### config.mk
export PLATFORM = sky130hd
export DESIGN_NAME = rf_scan_ctrl
export DESIGN_NICKNAME = d
export VERILOG_FILES = /design/src/rtl/rf_scan_ctrl.sv
export SDC_FILE = /design/constraint.sdc
export NUM_CORES = 2
export LEC_CHECK = 0
export CORE_ASPECT_RATIO = 0.7
export CORE_UTILIZATION = 55
export DETAILED_ROUTE_END_ITERATION = 7
export PLACE_DENSITY = 0.71
export SYNTH_ARGS = -nofsm -noshare
export SYNTH_HDL_FRONTEND = slang
export SYNTH_SLANG_ARGS = --single-unit
### constraint.sdc
create_clock -name clk -period 3.3 [get_ports clk]
set_clock_uncertainty 0.05 [all_clocks]
set_input_delay 0.66 -clock clk [delete_from_list [all_inputs] [get_ports clk]]
set_output_delay 0.66 -clock clk [all_outputs]
set_load 0.005 [all_outputs]
### src/rtl/rf_scan_ctrl.sv
// Debug scanner sharing regfile read port 2 with the CPU: snapshots x0..x(NREGS-1),
// accumulates a checksum, and serves the snapshot through a registered query port.
module rf_scan_ctrl #(
   parameter int NREGS    = 32,
   parameter int AW       = 5,
   parameter int DW       = 32,
   parameter int MAX_WAIT = 16
) (
   input  logic          clk,
   input  logic          rst,
   input  logic          start,
   input  logic          cpu_rd_req,
   input  logic [AW-1:0] cpu_raddr,
   output logic [AW-1:0] rf_raddr,
   input  logic [DW-1:0] rf_rdata,
   output logic          cpu_stall,
   output logic          scan_busy,
   output logic          scan_done,
   output logic          snap_valid,
   output logic [DW-1:0] checksum,
   input  logic [AW-1:0] query_addr,
   output logic [DW-1:0] query_data
);

   localparam int             WCW      = $clog2(MAX_WAIT + 2);
   localparam logic [AW-1:0]  LAST_IDX = AW'(NREGS - 1);
   localparam logic [WCW-1:0] WAIT_MAX = WCW'(MAX_WAIT);
   localparam logic [WCW-1:0] STALL_AT = (MAX_WAIT == 0) ? '0 : WCW'(MAX_WAIT - 1);

   typedef enum logic [1:0] {
      ST_IDLE,
      ST_SCAN,
      ST_DONE
   } state_t;

   state_t         state_reg, state_next;
   logic [AW-1:0]  idx_reg;
   logic [WCW-1:0] wait_cnt_reg;
   logic           stall_reg;
   logic           valid_reg;
   logic [DW-1:0]  sum_reg;
   logic [DW-1:0]  query_reg;
   logic [DW-1:0]  snap_reg [NREGS];

   logic capture;
   logic denied;
   logic stall_hit;

   // Next-state, port mux and status outputs
   always_comb begin
      state_next = state_reg;
      capture    = 1'b0;
      denied     = 1'b0;
      rf_raddr   = cpu_raddr;
      scan_busy  = 1'b0;
      scan_done  = 1'b0;
      case (state_reg)
         ST_IDLE: begin
            if (start) begin
               state_next = ST_SCAN;
            end
         end
         ST_SCAN: begin
            scan_busy = 1'b1;
            capture   = ~cpu_rd_req | stall_reg;
            denied    = ~capture;
            // Reset hands the port straight back to the CPU in the cycle it is sampled.
            if (capture && !rst) begin
               rf_raddr = idx_reg;
            end
            if (capture && (idx_reg == LAST_IDX)) begin
               state_next = ST_DONE;
            end
         end
         ST_DONE: begin
            scan_done  = 1'b1;
            state_next = ST_IDLE;
         end
         default: begin
            state_next = ST_IDLE;
         end
      endcase
   end

   // The denied cycle that completes MAX_WAIT consecutive denials raises the stall.
   assign stall_hit = denied && (MAX_WAIT != 0) && (wait_cnt_reg == STALL_AT);

   always_ff @(posedge clk) begin
      if (rst) begin
         state_reg <= ST_IDLE;
      end else begin
         state_reg <= state_next;
      end
   end

   always_ff @(posedge clk) begin
      if (rst) begin
         idx_reg      <= '0;
         wait_cnt_reg <= '0;
         stall_reg    <= 1'b0;
         valid_reg    <= 1'b0;
         sum_reg      <= '0;
         query_reg    <= '0;
      end else begin
         query_reg <= snap_reg[query_addr];
         if (state_reg == ST_IDLE && start) begin
            idx_reg      <= '0;
            sum_reg      <= '0;
            valid_reg    <= 1'b0;
            wait_cnt_reg <= '0;
            stall_reg    <= 1'b0;
         end
         if (state_reg == ST_DONE) begin
            valid_reg <= 1'b1;
         end
         if (capture) begin
            sum_reg      <= sum_reg + rf_rdata;
            wait_cnt_reg <= '0;
            stall_reg    <= 1'b0;
            if (idx_reg != LAST_IDX) begin
               idx_reg <= idx_reg + AW'(1);
            end
         end else if (denied) begin
            if (wait_cnt_reg != WAIT_MAX) begin
               wait_cnt_reg <= wait_cnt_reg + WCW'(1);
            end
            if (stall_hit) begin
               stall_reg <= 1'b1;
            end
         end
      end
   end

   // Snapshot must read back as zeros after reset, so it lives in flops rather than RAM.
   always_ff @(posedge clk) begin
      if (rst) begin
         for (int i = 0; i < NREGS; i++) begin
            snap_reg[i] <= '0;
         end
      end else if (capture) begin
         snap_reg[idx_reg] <= rf_rdata;
      end
   end

   assign cpu_stall  = stall_reg;
   assign snap_valid = valid_reg;
   assign checksum   = sum_reg;
   assign query_data = query_reg;

endmodule
# Word level (Yosys, flattened, before mapping)
# Memory sizes are Yosys's and may differ from the RTL's. A register that Yosys moved wholly into a read port is not among the register bits.
# Index checks and enable logic that the tools add are counted.
[classes] add_sub_neg=3 mul=0 div=0 n_lt_le_gt_ge=0 eq_ne=8 n_shift=0 muxes=30 bitwise_logic=3 reduce_logical=11
[ops] op="$mux 32" count=3
[ops] op="$mux 5" count=9
[ops] op="$add 32x32->32" count=1
[ops] op="$reduce_or 32->1" count=1
[ops] op="$mux 1" count=15
[ops] op="$add 5x1->5 const B" count=2
[ops] op="$ne 5x5->1 const B" count=2
[ops] op="$eq 5x4->1 const B" count=1
[ops] op="$eq 5x5->1 const B" count=1
[ops] op="$logic_and 1x1->1" count=4
[ops] op="$mux 2" count=2
[ops] op="$ne 2x2->1 const B" count=2
[ops] op="$pmux 2 s2" count=1
[ops] op="$reduce_bool 2->1" count=2
[ops] op="$eq 2x1->1 const B" count=1
[ops] op="$eq 2x2->1 const B" count=1
[ops] op="$logic_not 2->1" count=1
[ops] op="$not 1->1" count=2
[ops] op="$reduce_and 2->1" count=1
[ops] op="$reduce_or 2->1" count=1
[ops] op="$logic_not 1->1" count=1
[ops] op="$or 1x1->1" count=1
[word_totals] regBits=46 latchBits=0 ramBits=1024 rom_bits=0 inputBits=46 out_inout_bits=73 wordCells=62 n_memories=1
[memory_table] name="snap_reg" depth=32 word_bits=32 rd=1 rd_ports_with_merged_regs=1 write_ports=32 line="43" rtl="logic [DW-1:0] snap_reg [NREGS];"

# Depth between registers and ports, before layout
[depth] word_depth=8 depth_mapped=12 depth_no_buf=12

# Worst setup path before layout
# No wires, ideal clock.
[synth_timing] path_type="in2reg" from="in rf_rdata[1]" to="reg sum_reg[30], in the netlist checksum[30]" setup_ps=117 arrival_ps=2905 required_time_ps=3133 setup_slack_ps=228 cell_stages=12 path_buffers=1 cell_sequence="inv_1 clkbuf_1 fa_1 nor2b_1 o2111a_1 o21ai_1 o21ai_1 o31a_1 o221ai_1 o21ai_1 xor2_1 a22o_1"
[synth_via] elab_chain_len=2
[synth_lines] element="start, declared" line="15" rtl="input logic [DW-1:0] rf_rdata,"
[synth_lines] element="$add 32x32->32" line="117" rtl="sum_reg <= sum_reg + rf_rdata;"
[synth_lines] element="$mux 32" line="116" rtl="if (capture) begin"
[synth_lines] element="end signal, assigned" line="117"
[synth_lines] element="end, declared" line="41" rtl="logic [DW-1:0] sum_reg;"
# No other way between the ends.
# A chain may end at the register's enable or synchronous reset.

# Worst setup path after layout
[layout_timing] from="reg state_reg[1]" to="out rf_raddr[2]"
[layout_via] elab_chain_len=2
[layout_lines] element="start, declared" line="36" rtl="state_t state_reg, state_next;"
[layout_lines] element="start signal, assigned" line="92" rtl="state_reg <= state_next;"
[layout_lines] element="$eq 2x1->1" line="57" rtl="case (state_reg)"
[layout_lines] element="$mux 5" line="57"
[layout_lines] element="end, declared" line="14" rtl="output logic [AW-1:0] rf_raddr,"
# No other way between the ends.

==> flow_summary.html <==
<table>
<tr><th>Metric</th><th>Value</th></tr>
<tr><th colspan="2">Route</th></tr>
<tr><td>First-pass iteration count of the detailed router</td><td>5</td></tr>
<tr><td>Detailed router's first-iteration violation count</td><td>3,669</td></tr>
<tr><td>Drt via density</td><td>6.222</td></tr>
<tr><td>Antenna-violating nets left</td><td>0</td></tr>
<tr><td>DRC violations left</td><td>0</td></tr>
<tr><td>Vias</td><td>29,680</td></tr>
<tr><td>WL/cell</td><td>29.49 um</td></tr>
<tr><td>Routed WL</td><td>140,700 um</td></tr>
<tr><th colspan="2">Global route</th></tr>
<tr><td>GRT Total Usage</td><td>0.3071</td></tr>
<tr><td>Number of antenna violations at the first check in global routing</td><td>4</td></tr>
<tr><td>Via count of the first global-routing pass</td><td>29,800</td></tr>
<tr><td>Met3 usage</td><td>0.09212</td></tr>
<tr><td>First-pass GRT wire length</td><td>203,400 um</td></tr>
<tr><td>Most congested layer reported by global routing</td><td>met1</td></tr>
<tr><td>Total congestion overflow</td><td>0</td></tr>
<tr><td>Met2 routing resource usage after global routing</td><td>0.4505</td></tr>
<tr><td>Fraction of met1 tracks used by global routing</td><td>0.4509</td></tr>
<tr><td>Maximum number of pins on one net before global-route repair</td><td>64</td></tr>
<tr><th colspan="2">Timing</th></tr>
<tr><td>Final max-slew violation count</td><td>0</td></tr>
<tr><td>Fin crit share</td><td>0.9643</td></tr>
<tr><td>Maximum clock frequency</td><td>314.3 MHz</td></tr>
<tr><td>Final hold violation count</td><td>0</td></tr>
<tr><td>Slew @ Worst Pin</td><td>0.7939 ns</td></tr>
<tr><td>RSZ-0062 raised after global routing</td><td>false</td></tr>
<tr><td>Slew margin rel.</td><td>0.4688</td></tr>
<tr><td>Final setup violation count</td><td>0</td></tr>
<tr><td>Shortest period the worst path allows</td><td>3.182 ns</td></tr>
<tr><th colspan="2">Final layout</th></tr>
<tr><td>Number of flip-flops in the largest register</td><td>1,024</td></tr>
<tr><td>Number of filler cells placed in the layout</td><td>6,363</td></tr>
<tr><td>Nets</td><td>3,543</td></tr>
<tr><td>Share of final-layout standard cells stronger than drive strength 1</td><td>0.2394</td></tr>
<tr><td>Final std cells w/o fill</td><td>4,771</td></tr>
<tr><td>Post-route core utilization</td><td>0.6450</td></tr>
<tr><td>Area growth syn-to-layout</td><td>15.61%</td></tr>
<tr><th colspan="2">Run status</th></tr>
<tr><td>Run status</td><td>completed</td></tr>
<tr><th colspan="2">Clocking</th></tr>
<tr><td>Post-CTS Hold Fix Bufs</td><td>0</td></tr>
<tr><td>Num CTS Buffers</td><td>106</td></tr>
<tr><td>Max H-tree Level</td><td>3</td></tr>
<tr><td>Clk_lat worst skew</td><td>0.71 ns</td></tr>
<tr><td>Number of setup buffers added after CTS</td><td>0</td></tr>
<tr><td>CTS tree</td><td>built</td></tr>
<tr><td>Number of sinks handled by clock tree synthesis</td><td>1,102</td></tr>
<tr><td>Clock-pin slew on the worst setup and hold paths</td><td>0.06 ns</td></tr>
<tr><td>Clock root buffer</td><td>sky130_fd_sc_hd__clkbuf_16</td></tr>
<tr><td>Buffer levels on the longest clock path</td><td>3</td></tr>
<tr><th colspan="2">Synthesis</th></tr>
<tr><td>Post-synthesis mux area share</td><td>0.1504</td></tr>
<tr><td>Count of flip-flops with a built-in enable after synthesis</td><td>1,024</td></tr>
<tr><td>Post-synthesis adder-cell area fraction</td><td>0.01006</td></tr>
<tr><td>Share of Yosys cell area claimed by the top area cell type</td><td>0.6092</td></tr>
<tr><td>Compound-Gate Fraction of Synth Area</td><td>0.01924</td></tr>
<tr><td>Synth Net Count</td><td>3,354</td></tr>
<tr><td>Number of distinct standard cells referenced by the synthesized netlist</td><td>62</td></tr>
<tr><td>Xor and xnor area share after synthesis</td><td>0.005032</td></tr>
<tr><td>Async set or reset register ratio after synthesis</td><td>0</td></tr>
<tr><td>Dominant combinational cell family by area after synthesis</td><td>simple AND/OR/NAND/NOR gates</td></tr>
<tr><td>Area of the mapped netlist</td><td>0.05048 sq mm</td></tr>
<tr><td>Number of flip-flops and latches in the synthesized netlist</td><td>1,102</td></tr>
<tr><td>Post-synth top flop</td><td>sky130_fd_sc_hd__edfxtp_1</td></tr>
<tr><td>Yosys top cell by area</td><td>sky130_fd_sc_hd__edfxtp_1</td></tr>
<tr><td>Top cells by count, synth</td><td>sky130_fd_sc_hd__edfxtp_1 (1,024), sky130_fd_sc_hd__and2_1 (995), sky130_fd_sc_hd__mux4_2 (320)</td></tr>
<tr><td>Simple-gate share of the synthesized area</td><td>0.1506</td></tr>
<tr><td>Mapped Avg Cell Area</td><td>15.45 sq um</td></tr>
<tr><td>Main area contributors after synthesis</td><td>sky130_fd_sc_hd__edfxtp_1 (61%), sky130_fd_sc_hd__mux4_2 (14%), sky130_fd_sc_hd__and2_1 (12%), sky130_fd_sc_hd__dfxtp_1 (3.1%), sky130_fd_sc_hd__clkbuf_1 (2.0%)</td></tr>
<tr><td>Portion of the post-synthesis area used by sequential elements</td><td>0.6401</td></tr>
<tr><td>Cell count after synthesis</td><td>3,268</td></tr>
<tr><td>Most common cell in the netlist</td><td>sky130_fd_sc_hd__edfxtp_1</td></tr>
<tr><td>Synth warn</td><td>0</td></tr>
<tr><th colspan="2">Critical path</th></tr>
<tr><td>Reg2reg setup slack</td><td>0.42 ns</td></tr>
<tr><td>Worst Setup Path Type</td><td>flop to output pin</td></tr>
<tr><td>CP required</td><td>2.59 ns</td></tr>
<tr><td>Reg-to-reg startpoint</td><td>checksum[0]</td></tr>
<tr><td>Maximum net fanout on the critical path</td><td>11</td></tr>
<tr><td>Sort of element at the start of the critical path</td><td>flop</td></tr>
<tr><td>FF-to-FF End</td><td>checksum[31]</td></tr>
<tr><td>Critical path arrival</td><td>2.47 ns</td></tr>
<tr><td>Count of cells along the worst register-to-register path</td><td>13</td></tr>
<tr><td>Crit end category</td><td>output pin</td></tr>
<tr><th colspan="2">Min path</th></tr>
<tr><td>Terminating pin of the worst hold path</td><td>state_reg[1]</td></tr>
<tr><td>Cell depth of the worst min-delay path</td><td>4</td></tr>
<tr><td>Worst hold start</td><td>rst</td></tr>
<tr><td>Worst min-delay path class</td><td>input port to flop</td></tr>
<tr><th colspan="2">Pwr</th></tr>
<tr><td>P per Cell Area</td><td>542.7 mW/mm^2</td></tr>
<tr><td>Peak supply drop</td><td>452.2 uV</td></tr>
<tr><td>Reported leakage power</td><td>21.37 nW</td></tr>
<tr><td>Total chip power</td><td>0.03167 W</td></tr>
<tr><th colspan="2">Floorplanning</th></tr>
<tr><td>Number of top-level pins</td><td>119</td></tr>
<tr><td>Die outline height</td><td>255.5 um</td></tr>
<tr><td>Core area</td><td>0.09048 sq mm</td></tr>
<tr><td>Die area</td><td>0.09301 sq mm</td></tr>
<tr><td>Standard-cell row count</td><td>92</td></tr>
<tr><td>Die X</td><td>364.1 um</td></tr>
<tr><td>Starting density of the core</td><td>0.5579</td></tr>
<tr><th colspan="2">Job</th></tr>
<tr><td>Count of maximum capacitance violations</td><td>0</td></tr>
<tr><th colspan="2">Placed design</th></tr>
<tr><td>Placer Congestion</td><td>0.8730</td></tr>
<tr><td>PortBufs</td><td>118</td></tr>
<tr><td>Cell count after placement</td><td>4,571</td></tr>
<tr><td>Hpwl dp</td><td>87,250 um</td></tr>
</table>
-- critical path, stage by stage, from the launching register on --
cell and delay, ns:
sky130_fd_sc_hd__dfxtp_1 0.34, sky130_fd_sc_hd__nand2b_4 0.17, sky130_fd_sc_hd__inv_2 0.08, sky130_fd_sc_hd__nand2_1 0.08
sky130_fd_sc_hd__nor2_2 0.14, sky130_fd_sc_hd__buf_12 0.15, sky130_fd_sc_hd__mux2_2 0.33, sky130_fd_sc_hd__clkdlybuf4s50_1 0.47
-- how the worst max path moves through the flow --
stage / startpoint / end / slack, ns / cells past startpoint
floorplan: rf_rdata[1] / checksum[30] / 0.23 / 12
finish: state_reg[1] / rf_raddr[2] / 0.12 / 7
CTS: state_reg[1] / rf_raddr[2] / 0.02 / 7
global placement: rf_rdata[0] / checksum[31] / -0.33 / 14
detailed placement: rf_rdata[0] / checksum[30] / -0.35 / 13
global route: state_reg[1] / rf_raddr[2] / 0.02 / 7
-- metal layers --
metal | share of wire | vias to the layer above
met5 | 0.00018 | -
met4 | 0.025 | 4
met3 | 0.13 | 201
met2 | 0.45 | 1735
met1 | 0.40 | 15310
li1 | - | 12440
-- logic make-up after synthesis --
| group | after synthesis |
|---|---|
| adders and majority gates | 40 |
| muxes | 358 |
| xor gates and xnor gates | 29 |
| buffers and inverters | 319 |
| DFF | 1102 |
| and+or+nand+nor | 1278 |
| AOI/OAI and AO/OA | 142 |
-- through the flow --
step                setup TNS, ns  setup slack, ns  cell area, sq um  hold slack, ns
CTS                             0          0.01996             58350          0.3477
global placement           -2.940          -0.3294             54620          0.4139
floorplan                       0           0.2284             50480          0.4116
finish                          0           0.1179             58360          0.3846
detailed placement         -3.520          -0.3482             54620          0.4241
global route                    0          0.01943             58350          0.3753
-- final cells by class --
type	instances	area, sq um	share of cell area
Antenna cell	2	5.005	0.00008576
Clock buffer	133	2919	0.05002
Clock inverter	65	808.3	0.01385
Inverter	14	52.55	0.0009005
Multi-Input combinational cell	1847	17020	0.2916
Sequential cell	1102	32310	0.5537
Tap cell	1222	1529	0.02620
Timing Repair Buffer	386	3716	0.06368
-- power by group --
group          switching (W)  internal, W
Sequential          0.000187       0.0158
Combinational        0.00154      0.00120
Clock                0.00547      0.00748
Total                0.00719       0.0245
-- cells in the final DEF (no fill, tap or decap), types with 18 or more instances in the layout --
master | Yosys | routed
sky130_fd_sc_hd__a21o_1 | 19 | 19
sky130_fd_sc_hd__a21oi_1 | 38 | 38
sky130_fd_sc_hd__a22oi_1 | 18 | 18
sky130_fd_sc_hd__and2_1 | 995 | 995
sky130_fd_sc_hd__buf_12 | 0 | 42
sky130_fd_sc_hd__buf_4 | 0 | 229
sky130_fd_sc_hd__clkbuf_16 | 0 | 110
sky130_fd_sc_hd__clkdlybuf4s50_1 | 0 | 112
sky130_fd_sc_hd__clkinv_2 | 0 | 21
sky130_fd_sc_hd__dfxtp_1 | 78 | 78
sky130_fd_sc_hd__edfxtp_1 | 1024 | 1024
sky130_fd_sc_hd__ha_1 | 39 | 39
sky130_fd_sc_hd__mux2i_1 | 33 | 33
sky130_fd_sc_hd__mux4_2 | 320 | 320
sky130_fd_sc_hd__nand2_1 | 30 | 30
sky130_fd_sc_hd__nand3_1 | 19 | 19
sky130_fd_sc_hd__nor2_1 | 117 | 84
sky130_fd_sc_hd__nor2_2 | 0 | 33
sky130_fd_sc_hd__nor3_1 | 37 | 37
sky130_fd_sc_hd__or2_2 | 33 | 33
sky130_fd_sc_hd__xnor2_1 | 20 | 20
-- timing repair --
item,in CTS,in global routing
resized for setup,2,1
cloned,0,0
endpoints found under the setup margin,5,5
Power figures use the tool's default switching activity.
